$ cat src/rtl/word_stream_pkg.sv
// word_stream_pkg: shared widths, byte-lane index type and lane selection for word/byte streams
package word_stream_pkg;
  localparam int BYTE_W = 8;
  localparam int WORD_W = 32;
  localparam int BYTES_PER_WORD = 4;
  typedef logic [1:0] lane_t;
  function automatic logic [BYTE_W-1:0] lane_slice(input logic [WORD_W-1:0] word, input lane_t idx, input logic msb_first);
    lane_t l;
    l = msb_first ? ~idx : idx;
    return word[l*BYTE_W +: BYTE_W];
  endfunction
endpackage

$ cat src/rtl/byte_lane_sel.sv
// byte_lane_sel: combinational 4:1 byte-lane mux, lane order fixed by MSB_FIRST
module byte_lane_sel
  import word_stream_pkg::*;
#(
  parameter bit MSB_FIRST = 1'b1
) (
  input  logic [WORD_W-1:0] word,
  input  lane_t             idx,
  output logic [BYTE_W-1:0] lane
);
  assign lane = lane_slice(word, idx, MSB_FIRST);
endmodule

$ cat src/rtl/word_to_byte_unpacker.sv
// word_to_byte_unpacker: drains 32-bit words from a read-latency-1 FIFO into a byte FIFO, one byte per clock
module word_to_byte_unpacker
  import word_stream_pkg::*;
#(
  parameter bit MSB_FIRST = 1'b1,
  parameter int CNT_W     = 16
) (
  input  logic              clk,
  input  logic              rst_n,
  input  logic              in_empty,
  output logic              in_rd_en,
  input  logic [WORD_W-1:0] in_data,
  input  logic              out_full,
  output logic              out_wr_en,
  output logic [BYTE_W-1:0] out_data,
  output logic              busy,
  output logic [CNT_W-1:0]  word_cnt
);
  logic [WORD_W-1:0] hold, pend;
  logic              hold_valid, pend_valid, inflight;
  lane_t             idx;
  logic              word_done, load_hold, cap_pend;

  assign in_rd_en  = !in_empty && !pend_valid && !inflight;
  assign out_wr_en = hold_valid && !out_full;
  assign word_done = out_wr_en && idx == lane_t'(BYTES_PER_WORD - 1);
  assign load_hold = !hold_valid || word_done;
  // Returning data bypasses pend whenever hold is about to take a word and pend has none.
  assign cap_pend  = inflight && !(load_hold && !pend_valid);
  assign busy      = hold_valid || pend_valid || inflight;

  always_ff @(posedge clk or negedge rst_n)
    if (!rst_n) begin
      hold       <= '0;
      pend       <= '0;
      hold_valid <= 1'b0;
      pend_valid <= 1'b0;
      inflight   <= 1'b0;
      idx        <= '0;
      word_cnt   <= '0;
    end else begin
      inflight <= in_rd_en;
      if (out_wr_en) idx <= idx + lane_t'(1);
      if (word_done) word_cnt <= word_cnt + CNT_W'(1);
      if (load_hold) hold_valid <= pend_valid || inflight;
      if (load_hold && (pend_valid || inflight)) hold <= pend_valid ? pend : in_data;
      if (cap_pend) pend <= in_data;
      pend_valid <= (pend_valid && !load_hold) || cap_pend;
    end

  byte_lane_sel #(.MSB_FIRST(MSB_FIRST)) u_sel (
    .word(hold),
    .idx (idx),
    .lane(out_data)
  );
endmodule

$ cat config.mk
export PLATFORM = sky130hd
export DESIGN_NAME = word_to_byte_unpacker
export DESIGN_NICKNAME = d
export VERILOG_FILES = /design/src/rtl/word_stream_pkg.sv /design/src/rtl/byte_lane_sel.sv /design/src/rtl/word_to_byte_unpacker.sv
export SDC_FILE = /design/constraint.sdc
export NUM_CORES = 1
export LEC_CHECK = 0
export BUFFER_PORTS_ARGS = -buffer_cell sky130_fd_sc_hd__buf_2
export CORE_MARGIN = 2
export CORE_UTILIZATION = 30
export CTS_CLUSTER_SIZE = 20
export DETAILED_ROUTE_END_ITERATION = 10
export PLACE_DENSITY_LB_ADDON = 0.3
export REMOVE_ABC_BUFFERS = 1
export SETUP_SLACK_MARGIN = 0.1
export SLEW_MARGIN = 20
export SYNTH_ARGS = -nofsm -noshare
export SYNTH_HDL_FRONTEND = slang
export SYNTH_HIERARCHICAL = 1
export SYNTH_SLANG_ARGS = --single-unit
$ cat constraint.sdc
create_clock -name clk -period 1.8 [get_ports clk]
set_input_delay 0.27 -clock clk [delete_from_list [all_inputs] [get_ports clk]]
set_output_delay 0.27 -clock clk [all_outputs]
set_load 0.01 [all_outputs]
Word-level counts from Yosys, hierarchy flattened
Cells that the tools add are included.
- input port bits: 36
- flip-flop bits (word level): 85
- output and inout bits: 27
- logic and storage cells: 33
- shift-type cells: 1
- muxes and demuxes: 1
- reduce and logical (&&, ||, !) cells: 20
- add/sub/neg operators: 2
- equality and inequality tests: 1
- bitwise gates (word level): 1
- operators with widths (operator ; count):
    $mux 32 ; 1
    $shiftx 32x6->8 ; 1
    $add 16x1->16 const B ; 1
    $logic_and 1x1->1 ; 8
    $logic_not 1->1 ; 7
    $logic_or 1x1->1 ; 5
    $add 2x1->2 const B ; 1
    $eq 2x2->1 const B ; 1
    $not 2->2 ; 1

Logic depth before layout (Yosys ltp)
- depth after elaboration: 8
- depth in mapped cells: 7
- mapped depth without buffers: 5

Hierarchy
Netlist, hierarchy kept.
- by module, submodules not included (module ; seq. area each (µm²) ; cells each ; area each (µm²) ; instances):
    word_to_byte_unpacker ; 2127.0 ; 285 ; 3774.9 ; 1
    byte_lane_sel ; 0.0 ; 10 ; 196.4 ; 1

Least setup slack after synthesis
No wires, ideal clock.
- kind: register to register
- start: register idx[0]
- end: register pend[10]
- cell stages (with the launch flop): 8
- required time: 1675 ps
- slack: 163 ps
- path buffers: 2
- arrival time: 1511 ps
- library setup time: 125 ps
- clock period less this slack: 1637 ps
- cell sequence: dfrtp_1 ha_1 nand2b_4 a21oi_2 nor2b_1 buf_6 buf_12 mux2_4
- longest elaborated chain between the ends: 6
- ends and longest elaborated chain (what ; line ; text):
    start, declared ; word_to_byte_unpacker.sv:21 ; lane_t idx;
    start signal, assigned ; word_to_byte_unpacker.sv:43 ; if (out_wr_en) idx <= idx + lane_t'(1);
    $eq 2x2->1 ; word_to_byte_unpacker.sv:26 ; assign word_done = out_wr_en && idx == lane_t'(BYTES_PER_WORD - 1);
    $logic_and 1x1->1 ; word_to_byte_unpacker.sv:26 ;
    $logic_or 1x1->1 ; word_to_byte_unpacker.sv:27 ; assign load_hold = !hold_valid || word_done;
    $logic_and 1x1->1 ; word_to_byte_unpacker.sv:29 ; assign cap_pend = inflight && !(load_hold && !pend_valid);
    $logic_not 1->1 ; word_to_byte_unpacker.sv:29 ;
    $logic_and 1x1->1 ; word_to_byte_unpacker.sv:29 ;
    end signal, assigned ; word_to_byte_unpacker.sv:47 ; if (cap_pend) pend <= in_data;
    end, declared ; word_to_byte_unpacker.sv:19 ; logic [WORD_W-1:0] hold, pend;
No other way between the ends.
A chain may end at the register's enable or synchronous reset.

Final worst setup path
- start: register idx[0]
- end: output port out_data[7]
- longest elaborated chain between the ends: 2
- ends and longest elaborated chain (what ; line ; text):
    $not 2->2 ; word_stream_pkg.sv:9 ; l = msb_first ? ~idx : idx;
    $shiftx 32x6->8 ; word_stream_pkg.sv:10 ; return word[l*BYTE_W +: BYTE_W];
    end, declared ; word_to_byte_unpacker.sv:15 ; output logic [BYTE_W-1:0] out_data,
No other way between the ends.

==> flow_summary.ini <==
[floorplanning]
start_util = 0.3035
die_x_um = 119.1
ios = 63
rows = 42
die_area_um2 = 14170
core_um2 = 13090
die_h_um = 119.1

[yosys]
ys_top_cells_by_area = dfrtp_1, mux2_4, mux2i_1
ys_types = 35
synth_compound_area_frac = 0.04789
synth_edf_count = 0
avgSynthCellArea_um2 = 13.46
synth_top_area_cell = dfrtp_1
synth-simple-area-share = 0.08507
yosysWarnings = 6
async_reset_ff_frac = 1.000
synth_xor_xnor_area_share = 0.03529
synthMuxAreaShare = 0.2508
synth_area_um2 = 3971
syn_inst = 295
synth_top_family_by_area = multiplexers
synthAdderAreaFrac = 0.006301
ys_seq_area_frac = 0.5356
ys.flop_type = dfrtp_1
synth_seq_cells = 85
synth_top_cells_by_count = dfrtp_1, nor2_1, a21oi_1, mux2i_1, mux2_4
synth_top_area_frac = 0.5356
yosysMostFrequentCell = dfrtp_1

[timing]
setup_viol = 24
worst_pin_slew_ns = 0.4596
max_freq_ghz = 0.5385
drv_slew = 0
fin_skew_ns = 0.006761
min_period_ns = 1.857
slew_headroom = 0.6936
hold_viol = 0
rsz0062_at_grt = yes
fin_ws_ns = -0.05697
whs_ns = 0.09217
min_period_over_period = 1.032

[drt]
topRoutingLayerUsed = met4
dr_wl_met3_um = 411
vias = 2462
first_pass_iters = 5
ant_nets = 0
drc = 0
wl_met1_um = 4023
totalWireLength_um = 8188
wl_per_cell_um = 14.94
wl_met2_um = 3631
drt_iter0_drc = 132
via_per_inst = 4.493

[layout]
drive_gt1_frac = 0.3978
final_nets = 406
n_antenna_cell = 0
syn_to_final_growth_pct = 26.31

[power]
p_switching_w = 0.002866
intPower_w = 0.006270
clkPwrFrac = 0.216
p_seq_frac = 0.357
p_comb_frac = 0.427
leakage_nw = 2.339
ir_drop_mv = 0.6624
swShare = 0.3137
p_per_area_nw_per_um2 = 1821

[critical_path]
rrSetupSlack_ns = -0.01
slowest_delay_ns = 0.53
cp_max_fo = 5
critPathCaptureType = output pin
crit_path_start = idx[0]$_DFFE_PN0P_
crit_slowest_cell = mux4_2
r2r-start = idx[0]$_DFFE_PN0P_
setup.worst_path.start_class = flop
required_ns = 1.53
path_cells = buf_12 -> mux4_2 -> buf_6
crit_end = out_data[7]
reg2reg_to = pend[12]$_DFFE_PN0P_
reg2reg_depth = 7
crit_type = reg -> out
critPathArrivalTime_ns = 1.59

[place]
port_buffers = 62
pre_cts_slack_ns = 0.1008
gp_congestion = 0.7115
dpl.hpwl_um = 5280

[clocking]
clock_latency_ns = 0.34
clockBufferDepth = 2
cts_max_level = 3
clockRootBuffer = clkbuf_16
cts-buffers-inserted = 9
path_clk_slew_ns = 0.06
cts_tree = done
clock-sinks = 85

[global_route]
grt_pass1_vias = 2554
grt_max_degree = 43
track_usage = 0.1212
antenna_found_initial = 0
grt_pass1_wl_um = 13280
grt_overflow = 0

[flow_run]
cap_violations = 0

[worst_hold_path]
hold_path_class = in -> reg

[run_status]
status = finished, violations left
violations = negative setup slack
## cells by family (layout without fill, tap and decap cells)
logic type | after synthesis | after routing
fa+ha+maj | 2 | 2
buf+inv | 19 | 96
mux | 74 | 74
compound gates | 35 | 35
flops | 85 | 85
simple gates | 64 | 64
xor+xnor | 16 | 16
## how the worst min path moves through the flow
stage,from,endpoint,slack [ns],cells past startpoint
after global placement,rst_n,pend[24]$_DFFE_PN0P_,0.25,1
after global routing,in_empty,inflight$_DFF_PN0_,0.08,2
after floorplan,rst_n,hold[0]$_DFFE_PN0P_,-0.03,0
after detailed placement,rst_n,pend[16]$_DFFE_PN0P_,0.26,1
after CTS,in_empty,inflight$_DFF_PN0_,0.08,2
final,in_empty,inflight$_DFF_PN0_,0.09,2
## critical path: cells and delay by family, from the launching register on
family                 cells  cell delay, ns
DFF                        1            0.43
muxes                      1            0.53
buffers and inverters      2            0.28
## power groups by stage
stage          sequential [W]  clock [W]  combinational [W]
2_1_floorplan         0.00335          0            0.00233
3_3_place_gp          0.00327          0            0.00331
3_5_place_dp          0.00328          0            0.00339
4_1_cts               0.00325    0.00203            0.00370
5_1_grt               0.00338    0.00210            0.00425
6_report              0.00327    0.00197            0.00390
## per-layer routing
metal | GRT usage | vias to the layer above
met5 | 0 | -
met4 | 0.04911 | 0
met3 | 0.03400 | 9
met2 | 0.1749 | 60
met1 | 0.1709 | 1206
li1 | - | 1187
## sequential cells by signal, summed over array words and instances, names as in the netlist
signal / flops
hold_valid: 1
inflight: 1
pend_valid: 1
idx: 2
pend: 32
hold: 32
word_cnt: 16
## what timing repair did
action | in CTS | in global routing
endpoints found under the hold margin | 33 | 0
endpoints found under the setup margin | 11 | 48
resized for setup | 8 | 13
hold buffers | 1 | 0
gates cloned | 1 | 2
setup buffers | 1 | 2
## layout by cell type (no fill, tap or decap), types with 2 or more instances in the layout
| master | instances |
|---|---|
| buf_4 | 7 |
| buf_12 | 7 |
| and2_1 | 2 |
| buf_6 | 8 |
| and3_1 | 3 |
| bufinv_16 | 2 |
| mux2_4 | 30 |
| clkbuf_16 | 11 |
| nand3_1 | 5 |
| nand4_1 | 2 |
| inv_1 | 2 |
| nand2_1 | 5 |
| nor2_1 | 35 |
| buf_2 | 53 |
| a21oi_1 | 32 |
| dfrtp_1 | 82 |
| dfrtp_2 | 3 |
| mux2_2 | 4 |
| xnor2_1 | 11 |
| mux2i_1 | 32 |
| mux4_2 | 8 |
| xor2_1 | 5 |
## layout make-up
type | count | area, um^2
Inverter | 2 | 7.507
Fill cell | 1265 | 8069
Multi-Input combinational cell | 191 | 1707
Tap cell | 176 | 220.2
Clock buffer | 11 | 242.7
Sequential cell | 85 | 2131
Clock inverter | 4 | 72.57
Timing Repair Buffer | 79 | 635.6
## per-stage QoR
stage,utilization,total power [W],cells,area (um^2),setup TNS (ns)
finish,0.3833,0.009135,548,5016,-0.5030
global route,0.3833,0.009737,548,5016,-2.371
CTS,0.3735,0.008977,544,4887,-0.9137
detailed placement,0.3422,0.006677,526,4478,0
global placement,0.3422,0.006582,526,4478,0
floorplan,-,0.005681,278,3824,-102.02
Note: power is estimated with default switching activity, not from simulation.
